File: src/rtl/uart_pkg.sv
// Shared UART definitions: default widths, handshake timeout and transmit FSM encoding.
package uart_pkg;

    localparam int UART_DATA_W      = 8;
    localparam int UART_ACK_TIMEOUT = 15;

    typedef enum logic [1:0] {
        TX_IDLE      = 2'd0,
        TX_LOAD      = 2'd1,
        TX_WAIT_BUSY = 2'd2,
        TX_WAIT_DONE = 2'd3
    } tx_state_e;

endpackage

File: src/rtl/uart_tx_fifo_controller_if.sv
// Host-side write port, FIFO status and uart_tx start/busy handshake of the TX FIFO controller.
interface uart_tx_fifo_controller_if
    import uart_pkg::*;
#(
    parameter int DATA_W = UART_DATA_W,
    parameter int ADDR_W = 4
);

    logic              write;
    logic [DATA_W-1:0] data;
    logic              full;
    logic              empty;
    logic [ADDR_W:0]   count;
    logic              overflow;
    logic              tx_busy;
    logic              tx_start;
    logic [DATA_W-1:0] tx_data;
    logic              tx_error;

    modport master (
        output write, data, tx_busy,
        input  full, empty, count, overflow, tx_start, tx_data, tx_error
    );

    modport slave (
        input  write, data, tx_busy,
        output full, empty, count, overflow, tx_start, tx_data, tx_error
    );

endinterface

File: src/rtl/sync_fifo.sv
// Portable synchronous FIFO with registered read data and registered occupancy flags.
module sync_fifo #(
    parameter int DATA_W = 8,
    parameter int DEPTH  = 16,
    parameter int ADDR_W = 4
) (
    input  logic              clk,
    input  logic              rst,
    input  logic              wrreq,
    input  logic [DATA_W-1:0] data,
    input  logic              rdreq,
    output logic [DATA_W-1:0] q,
    output logic              empty,
    output logic              full,
    output logic [ADDR_W:0]   usedw
);

    logic [DATA_W-1:0] mem_q [DEPTH];
    logic [ADDR_W-1:0] wr_ptr_q, rd_ptr_q;
    logic [ADDR_W:0]   usedw_q, usedw_d;
    logic [DATA_W-1:0] q_q;
    logic              empty_q, full_q;
    logic              do_wr, do_rd;

    // A read on a full FIFO frees a slot, so a same-edge write is still accepted.
    assign do_rd = rdreq & ~empty_q;
    assign do_wr = wrreq & (~full_q | do_rd);

    always_comb begin
        usedw_d = usedw_q;
        if (do_wr && !do_rd)
            usedw_d = usedw_q + 1'b1;
        else if (!do_wr && do_rd)
            usedw_d = usedw_q - 1'b1;
    end

    always_ff @(posedge clk) begin
        if (do_wr)
            mem_q[wr_ptr_q] <= data;
    end

    always_ff @(posedge clk or posedge rst) begin
        if (rst) begin
            wr_ptr_q <= '0;
            rd_ptr_q <= '0;
            usedw_q  <= '0;
            q_q      <= '0;
            empty_q  <= 1'b1;
            full_q   <= 1'b0;
        end else begin
            if (do_wr)
                wr_ptr_q <= wr_ptr_q + 1'b1;
            if (do_rd) begin
                q_q      <= mem_q[rd_ptr_q];
                rd_ptr_q <= rd_ptr_q + 1'b1;
            end
            usedw_q <= usedw_d;
            empty_q <= (usedw_d == '0);
            full_q  <= (usedw_d == (ADDR_W+1)'(DEPTH));
        end
    end

    assign q     = q_q;
    assign empty = empty_q;
    assign full  = full_q;
    assign usedw = usedw_q;

endmodule

File: src/rtl/uart_tx_fifo_controller.sv
// Buffers host bytes in a FIFO and feeds them to uart_tx with a start-pulse / busy handshake,
// flagging dropped writes and serializers that never acknowledge.
module uart_tx_fifo_controller
    import uart_pkg::*;
#(
    parameter int DATA_W      = UART_DATA_W,
    parameter int DEPTH       = 16,
    parameter int ADDR_W      = 4,
    parameter int ACK_TIMEOUT = UART_ACK_TIMEOUT
) (
    input logic                        clk,
    input logic                        rst,
    uart_tx_fifo_controller_if.slave   bus
);

    localparam int TMR_W = $clog2(ACK_TIMEOUT + 1);

    tx_state_e         state_q;
    logic [TMR_W-1:0]  timer_q;
    logic              write_q;
    logic              overflow_q;
    logic              tx_start_q;
    logic              tx_error_q;
    logic [DATA_W-1:0] tx_data_q;

    logic              push, pop;
    logic              fifo_empty, fifo_full;
    logic [DATA_W-1:0] fifo_q;
    logic [ADDR_W:0]   fifo_used;

    assign push = bus.write & ~write_q;
    assign pop  = (state_q == TX_IDLE) & ~fifo_empty & ~bus.tx_busy;

    sync_fifo #(
        .DATA_W (DATA_W),
        .DEPTH  (DEPTH),
        .ADDR_W (ADDR_W)
    ) u_fifo (
        .clk   (clk),
        .rst   (rst),
        .wrreq (push),
        .data  (bus.data),
        .rdreq (pop),
        .q     (fifo_q),
        .empty (fifo_empty),
        .full  (fifo_full),
        .usedw (fifo_used)
    );

    // write_q resets high so a write held across reset release is not seen as an edge.
    always_ff @(posedge clk or posedge rst) begin
        if (rst) begin
            write_q    <= 1'b1;
            overflow_q <= 1'b0;
        end else begin
            write_q    <= bus.write;
            overflow_q <= push & fifo_full & ~pop;
        end
    end

    always_ff @(posedge clk or posedge rst) begin
        if (rst) begin
            state_q    <= TX_IDLE;
            timer_q    <= '0;
            tx_start_q <= 1'b0;
            tx_error_q <= 1'b0;
            tx_data_q  <= '0;
        end else begin
            tx_error_q <= 1'b0;
            case (state_q)
                TX_IDLE: begin
                    if (pop)
                        state_q <= TX_LOAD;
                end
                TX_LOAD: begin
                    tx_data_q  <= fifo_q;
                    tx_start_q <= 1'b1;
                    timer_q    <= '0;
                    state_q    <= TX_WAIT_BUSY;
                end
                TX_WAIT_BUSY: begin
                    tx_start_q <= 1'b0;
                    if (bus.tx_busy) begin
                        state_q <= TX_WAIT_DONE;
                    end else if (timer_q == TMR_W'(ACK_TIMEOUT)) begin
                        // The byte is treated as consumed; the host sees tx_error instead.
                        tx_error_q <= 1'b1;
                        state_q    <= TX_IDLE;
                    end else begin
                        timer_q <= timer_q + 1'b1;
                    end
                end
                TX_WAIT_DONE: begin
                    if (!bus.tx_busy)
                        state_q <= TX_IDLE;
                end
                default: state_q <= TX_IDLE;
            endcase
        end
    end

    assign bus.full     = fifo_full;
    assign bus.empty    = fifo_empty;
    assign bus.count    = fifo_used;
    assign bus.overflow = overflow_q;
    assign bus.tx_start = tx_start_q;
    assign bus.tx_data  = tx_data_q;
    assign bus.tx_error = tx_error_q;

endmodule

File: src/flat_wrapper.sv
// flat-port wrapper written by rule: the top's interface ports become plain ports
module uart_tx_fifo_controller_flat import uart_pkg::*;
#(
    parameter int DATA_W      = UART_DATA_W,
    parameter int DEPTH       = 16,
    parameter int ADDR_W      = 4,
    parameter int ACK_TIMEOUT = UART_ACK_TIMEOUT
)
  (clk, rst, bus_write, bus_data, bus_tx_busy, bus_full, bus_empty, bus_count, bus_overflow, bus_tx_start, bus_tx_data, bus_tx_error);
  uart_tx_fifo_controller_if #(.DATA_W(DATA_W), .ADDR_W(ADDR_W)) bus_i ();
  input logic clk;
  input logic rst;
  input wire logic [$bits(bus_i.write)-1:0] bus_write;
  input wire logic [$bits(bus_i.data)-1:0] bus_data;
  input wire logic [$bits(bus_i.tx_busy)-1:0] bus_tx_busy;
  output wire logic [$bits(bus_i.full)-1:0] bus_full;
  output wire logic [$bits(bus_i.empty)-1:0] bus_empty;
  output wire logic [$bits(bus_i.count)-1:0] bus_count;
  output wire logic [$bits(bus_i.overflow)-1:0] bus_overflow;
  output wire logic [$bits(bus_i.tx_start)-1:0] bus_tx_start;
  output wire logic [$bits(bus_i.tx_data)-1:0] bus_tx_data;
  output wire logic [$bits(bus_i.tx_error)-1:0] bus_tx_error;
  assign bus_i.write = bus_write;
  assign bus_i.data = bus_data;
  assign bus_i.tx_busy = bus_tx_busy;
  assign bus_full = bus_i.full;
  assign bus_empty = bus_i.empty;
  assign bus_count = bus_i.count;
  assign bus_overflow = bus_i.overflow;
  assign bus_tx_start = bus_i.tx_start;
  assign bus_tx_data = bus_i.tx_data;
  assign bus_tx_error = bus_i.tx_error;
  uart_tx_fifo_controller #(.DATA_W(DATA_W), .DEPTH(DEPTH), .ADDR_W(ADDR_W), .ACK_TIMEOUT(ACK_TIMEOUT)) u_core (.clk(clk), .rst(rst), .bus(bus_i));
endmodule
File: config.mk
export PLATFORM = sky130hd
export DESIGN_NAME = uart_tx_fifo_controller_flat
export DESIGN_NICKNAME = d
export VERILOG_FILES = /design/src/rtl/uart_pkg.sv /design/src/rtl/uart_tx_fifo_controller_if.sv /design/src/rtl/sync_fifo.sv /design/src/rtl/uart_tx_fifo_controller.sv /design/src/flat_wrapper.sv
export SDC_FILE = /design/constraint.sdc
export NUM_CORES = 1
export LEC_CHECK = 0
export CELL_PAD_IN_SITES_DETAIL_PLACEMENT = 0
export CELL_PAD_IN_SITES_GLOBAL_PLACEMENT = 1
export CORE_MARGIN = 1.5
export CORE_UTILIZATION = 50
export CTS_BUF_LIST = sky130_fd_sc_hd__clkbuf_4 sky130_fd_sc_hd__clkbuf_8 sky130_fd_sc_hd__clkbuf_16
export DETAILED_ROUTE_END_ITERATION = 7
export GPL_TIMING_DRIVEN = 0
export PLACE_DENSITY_LB_ADDON = 0.1
export SYNTH_ARGS = -nofsm -noshare
export SYNTH_HDL_FRONTEND = slang
export SYNTH_SLANG_ARGS = --single-unit
File: constraint.sdc
create_clock -name clk -period 3 [get_ports clk]
set_input_delay 0.45 -clock clk [delete_from_list [all_inputs] [get_ports clk]]
set_output_delay 0.45 -clock clk [all_outputs]
set_load 0.005 [all_outputs]
# --- Word level (Yosys, flattened, before mapping) ---
# Memories as Yosys holds them, arrays and structs flattened. A register that Yosys moved wholly into a read port is not among the register bits.
# Cells that the tools add are included.
word_totals:
  reg_bits: 33
  mem_bits_rw: 128
  inputBits: 12
  out_inout_bits: 18
  n_memories: 1
op_classes:
  n_addsub: 5
  eq_ne: 10
  n_mux: 16
  n_bitwise: 13
  n_reduce_logical: 9
mem_list:
  columns: ["memory", "words", "word_bits", "read_ports", "rd_clocked_by_memory_dff", "write_ports", "line", "rtl"]
  rows:
  - ["u_core.u_fifo.mem_q", 16, 8, 1, 1, 1, "sync_fifo.sv:18", "logic [DATA_W-1:0] mem_q [DEPTH];"]
op_table:
  columns: ["operator", "n"]
  rows:
  - ["$add A4 B1 Y4 const B", 3]
  - ["$mux W5", 2]
  - ["$mux W2", 4]
  - ["$mux W4", 2]
  - ["$pmux W2 S4", 1]
  - ["$pmux W4 S2", 1]
  - ["$and A1 B1 Y1", 7]
  - ["$ne A2 B2 Y1 const B", 3]
  - ["$reduce_and A3 Y1", 2]
  - ["$add A5 B1 Y5 const B", 1]
  - ["$eq A5 B5 Y1 const B", 1]
  - ["$logic_not A5 Y1", 1]
  - ["$mux W1", 5]
  - ["$not A1 Y1", 5]
  - ["$sub A5 B1 Y5 const B", 1]
  - ["$eq A2 B2 Y1 const B", 2]
  - ["$eq A4 B4 Y1 const B", 1]
  - ["$ne A3 B2 Y1 const B", 1]
  - ["$eq A2 B1 Y1 const B", 1]
  - ["$logic_and A1 B1 Y1", 2]
  - ["$logic_not A1 Y1", 2]
  - ["$logic_not A2 Y1", 1]
  - ["$ne A2 B1 Y1 const B", 1]
  - ["$pmux W1 S2", 1]
  - ["other kinds (2)", 2]

# --- Longest topological paths before layout ---
logic_depth:
  depth_word: 11
  depth_mapped: 8
  ltp_nobuf: 7

# --- Modules after synthesis ---
# A second synthesis with hierarchy kept.
hier_totals:
  hier_cells: 398
  hier_area_um2: 6969.2
by_module_without_submodules:
  columns: ["module", "instances", "cells_per_inst", "area_per_inst_um2", "seq_area_each_um2"]
  rows:
  - ["sync_fifo", 1, 324, 6098.3, 4420.5]
  - ["uart_tx_fifo_controller", 1, 74, 870.8, 451.7]

# --- Worst setup path after synthesis ---
# Ideal clock, no wire load.
synth_path:
  kind: "register to register"
  start: "reg u_core.state_q[0]"
  end: "mem u_core.u_fifo.mem_q[3][0], enable pin"
  setup_time_ns: 0.383
  arrival_time_ns: 2.230
  t_required_ns: 2.617
  setup_slack_ns: 0.386
  path_stages_with_launch: 8
  period_less_slack_ns: 2.614
  cell_sequence: "dfrtp_1 -> inv_1 -> ha_1 -> or3b_1 -> buf_6 -> a21oi_2 -> nand2_1 -> nor3_1"
synth_via:
  elab_chain_cells: 8
synth_rtl:
  columns: ["element", "line", "rtl"]
  rows:
  - ["from (decl)", "uart_tx_fifo_controller.sv:18", "tx_state_e state_q;"]
  - ["from (signal assigned)", "uart_tx_fifo_controller.sv:63", "state_q <= TX_IDLE;"]
  - ["from (signal assigned)", "uart_tx_fifo_controller.sv:73", "state_q <= TX_LOAD;"]
  - ["from (signal assigned)", "uart_tx_fifo_controller.sv:79", "state_q <= TX_WAIT_BUSY;"]
  - ["$logic_not A2 Y1", "uart_tx_fifo_controller.sv:32", "assign pop = (state_q == TX_IDLE) & ~fifo_empty & ~bus.tx_busy;"]
  - ["$and A1 B1 Y1 (2 in series)", "uart_tx_fifo_controller.sv:32", null]
  - ["$and A1 B1 Y1", "sync_fifo.sv:26", "assign do_rd = rdreq & ~empty_q;"]
  - ["$or A1 B1 Y1", "sync_fifo.sv:27", "assign do_wr = wrreq & (~full_q | do_rd);"]
  - ["$and A1 B1 Y1", "sync_fifo.sv:27", null]
  - ["$mux W1", "sync_fifo.sv:38", "if (do_wr)"]
  - ["$mux W1 (not written as such)", "sync_fifo.sv:39", "mem_q[wr_ptr_q] <= data;"]
  - ["to (decl)", "sync_fifo.sv:18", null]
# No other way between the ends.

# --- Final worst setup path ---
layout_path:
  start: "reg u_core.state_q[0]"
  end: "mem u_core.u_fifo.mem_q[8][5], enable pin"
# Same word-level chain as after synthesis.

==> results.sh <==
export IMPL_status="completed"
export IMPL_vias_per_cell=5.700
export IMPL_crit_family="simple AND/OR/NAND/NOR gates"
export IMPL_crit_buf_inv=2
export IMPL_avgSynthCellArea_um2=17.69
export IMPL_synth_area_um2=6827
export IMPL_fin_crit_sh_pct=99.87
export IMPL_routed_wl_um=13570
export IMPL_die_y_um=119.8
export IMPL_crit_end="u_core.u_fifo.mem_q[8][5]$_DFFE_PP_"
export IMPL_min_path_type="input port to flip-flop"
export IMPL_h_tree_depth=4
export IMPL_endpoint_kind="flip-flop"
export IMPL_grt_pass1_vias=3568
export IMPL_dp_hpwl_um=8819
export IMPL_worst_setup_path_type="flip-flop to flip-flop"
export IMPL_p_leak_nw=2.807
export IMPL_arrival_ns=3.03
export IMPL_required_ns=3.04
export IMPL_whs_ns=0.2257
export IMPL_synth_cell_types=43
export IMPL_slowest_stage="nor2_1"
export IMPL_core_area_um2=13300
export IMPL_nFillCells=974
export IMPL_min_period_ns=2.996
export IMPL_timing_rr_start="u_core.state_q[0]$_DFFE_PP0P_"
export IMPL_syn_inst=386
export IMPL_fmax_mhz=333.8
export IMPL_rr_worst_depth=7
export IMPL_reg2reg_to="u_core.u_fifo.mem_q[8][5]$_DFFE_PP_"
export IMPL_initial_utilization_pct=51.35
export IMPL_antenna_found_initial=0
export IMPL_finalHoldViolCount=0
export IMPL_gp_congestion=0.7638
export IMPL_drive_gt1_share_pct=22.22
export IMPL_cts_sinks=169
export IMPL_nets=462
export IMPL_power_mw=7.468
export IMPL_grt_max_degree=42
export IMPL_place_ws_ns=-0.4244
export IMPL_maxSlewViolCount=0
export IMPL_cts_buffers=17
export IMPL_root_buffer="clkbuf_16"
export IMPL_fin_worst_skew_ns=0.006596
export IMPL_area_growth_synth_to_final_pct=18.26
export IMPL_gr_usage_all_layers_pct=20.56
export IMPL_netlist_top_cells_area="edfxtp_1 (56%), dfrtp_1 (14%), mux4_2 (9.9%)"
export IMPL_wire_per_inst_um=21.68
export IMPL_synth_seq_cells=169
export IMPL_grt_overflow_total=0
export IMPL_port_buffers=28
export IMPL_max_slew_worst_pin_slew_ns=1.012
export IMPL_cp_num_cells=7
export IMPL_drtIter0Drc=248
export IMPL_ios=30
export IMPL_syn_nets=411
export IMPL_fin_ws_ns=0.003976
export IMPL_async_flop_share_pct=24.26
export IMPL_synth_edff_count=128
export IMPL_slew_headroom_pct=32.55
export IMPL_max_cap_violations=0
export IMPL_row_count=42
export IMPL_rsz0062_at_grt="yes"
export IMPL_grt_pass1_wl_um=20980
export IMPL_drc=0
export IMPL_antenna_left=0
export IMPL_drt_pass1_iter_count=4
export IMPL_die_area_um2=14360
export IMPL_crit_path_start="u_core.state_q[0]$_DFFE_PP0P_"
export IMPL_yosysSeqAreaShare_pct=71.37
export IMPL_clock_latency_ns=0.42
export IMPL_ys_warn_count=0
export IMPL_vias=3568
export IMPL_powerDensity_nw_per_um2=925.1
export IMPL_diodes=0
export IMPL_cts_buffer_depth=2
export IMPL_tns_ns=0
export IMPL_worst_path_largest_cell_delay_ns=0.74
export IMPL_yosysTopAreaCell="edfxtp_1"
export IMPL_reg2reg_slack_ns=0.004
export IMPL_setup_viol=0
export IMPL_die_width_um=119.8
export IMPL_crit_path_cell_trace="inv_1 > ha_1 > or3b_1 > buf_6 > a21oi_2 > nand2_1 > nor2_1"
export IMPL_ir_worst_vdd_v=0.0006249
export IMPL_critPathMaxFanout=9
export IMPL_synth_top_area_share_pct=56.30
export IMPL_clk_pin_slew_ns=0.06
export IMPL_synth_top_flop_cell="edfxtp_1"
export IMPL_cp_start_kind="flip-flop"
export IMPL_cts_tree="built"
## layer usage
| layer | vias to the layer above | global-route usage [%] | wire [um] |
|---|---|---|---|
| met5 | - | 0 | 0 |
| met4 | 0 | 5.655 | 144 |
| met3 | 13 | 5.181 | 596 |
| met2 | 79 | 31.61 | 6591 |
| met1 | 1851 | 29.57 | 6237 |
| li1 | 1625 | - | - |
## registers in the layout (all words and copies together), names as in the netlist, 2 cells and up
name,flops
u_core.u_fifo.wr_ptr_q,4
u_core.timer_q,4
u_core.u_fifo.usedw,5
u_core.u_fifo.q,8
u_core.u_fifo.rd_ptr_q,4
u_core.bus.tx_data,8
u_core.state_q,2
u_core.u_fifo.mem_q,128
## area by class of cell
class,instances,area [um^2],area share [%]
sequential,169,4872,60.35
multi-input combinational,190,1929,23.90
clock buffer,21,479.2,5.936
timing repair buffer,32,335.3,4.154
tap,176,220.2,2.728
clock inverter,11,120.1,1.488
buffer,15,71.32,0.8834
inverter,12,45.04,0.5580
## power by group
part	internal (mW)	leakage [nW]	switching, mW
Sequential	2.84	1.66	0.184
Combinational	1.05	0.854	1.24
Clock	1.31	0.291	0.848
## cell usage after synthesis, types with 2 or more instances
master	instances
edfxtp_1	128
dfrtp_1	39
mux4_2	30
nand2_1	26
mux2i_1	17
nor2_1	16
ha_1	13
inv_1	11
o21ai_0	11
mux2_2	10
xnor2_1	10
clkbuf_1	8
o221ai_1	8
nor3_1	6
a31oi_1	5
buf_1	5
nand2b_1	5
nand3_1	5
a21oi_1	2
a22oi_1	2
a41o_1	2
and3_1	2
buf_6	2
dfstp_2	2
nand4_1	2
nor2b_1	2
## worst min path at each step
| stage | to | startpoint | slack [ns] | depth (start not counted) |
|---|---|---|---|---|
| global placement | u_core.u_fifo.q[7]$_DFFE_PP0P_ | u_core.u_fifo.q[7]$_DFFE_PP0P_ | 0.48 | 2 |
| global route | u_core.bus.tx_error$_DFF_PP0_ | bus_tx_busy | 0.22 | 2 |
| CTS | u_core.bus.tx_error$_DFF_PP0_ | bus_tx_busy | 0.20 | 2 |
| floorplan | u_core.u_fifo.q[0]$_DFFE_PP0P_ | u_core.u_fifo.q[0]$_DFFE_PP0P_ | 0.45 | 2 |
| finish | u_core.bus.tx_error$_DFF_PP0_ | bus_tx_busy | 0.23 | 2 |
| detailed placement | u_core.u_fifo.q[0]$_DFFE_PP0P_ | u_core.u_fifo.q[0]$_DFFE_PP0P_ | 0.48 | 2 |
## cell usage in the layout, fill, tap and decap left out, types with 3 or more instances in the layout
cell type / instances
mux2i_1: 17
nor3_4: 3
nand2b_1: 5
mux4_2: 30
nor2_1: 7
nor2_2: 3
clkinvlp_4: 3
o21ai_0: 11
nand3_1: 5
nand2_1: 26
dfrtp_1: 39
clkbuf_1: 8
a31oi_1: 5
clkbuf_16: 18
clkdlybuf4s50_1: 28
nor2_4: 6
clkinv_2: 4
inv_1: 10
ha_1: 13
o221ai_1: 8
buf_1: 5
mux2_2: 10
edfxtp_1: 128
xnor2_1: 10
## through the flow
step	area [um^2]	cells	utilization [%]
after global placement	7327	590	55.11
after global routing	8073	626	60.72
final	8073	626	60.72
after detailed placement	7337	590	55.19
after CTS	7959	622	59.86
after floorplan	6827	386	-
## cell families (layout without fill, tap and decap cells)
logic type | Yosys count | count (layout) | share of synthesized area [%]
xor gates and xnor gates | 10 | 10 | 1.283
adders and majority gates | 13 | 13 | 2.383
buffers and inverters | 27 | 91 | 1.705
and+or+nand+nor | 73 | 73 | 5.425
AOI/OAI and AO/OA | 37 | 37 | 3.794
DFF | 169 | 169 | 71.37
muxes | 57 | 57 | 14.04
## repair_timing
item                                    CTS  global route
endpoints found under the setup margin   68           112
endpoints found under the hold margin     0             0
pin swaps                                 0             3
hold buffers                              0             0
setup buffers                             0             4
gates cloned                              0             0
gates resized for setup                   7            13
No activity file was read; power rests on OpenSTA's default activity.
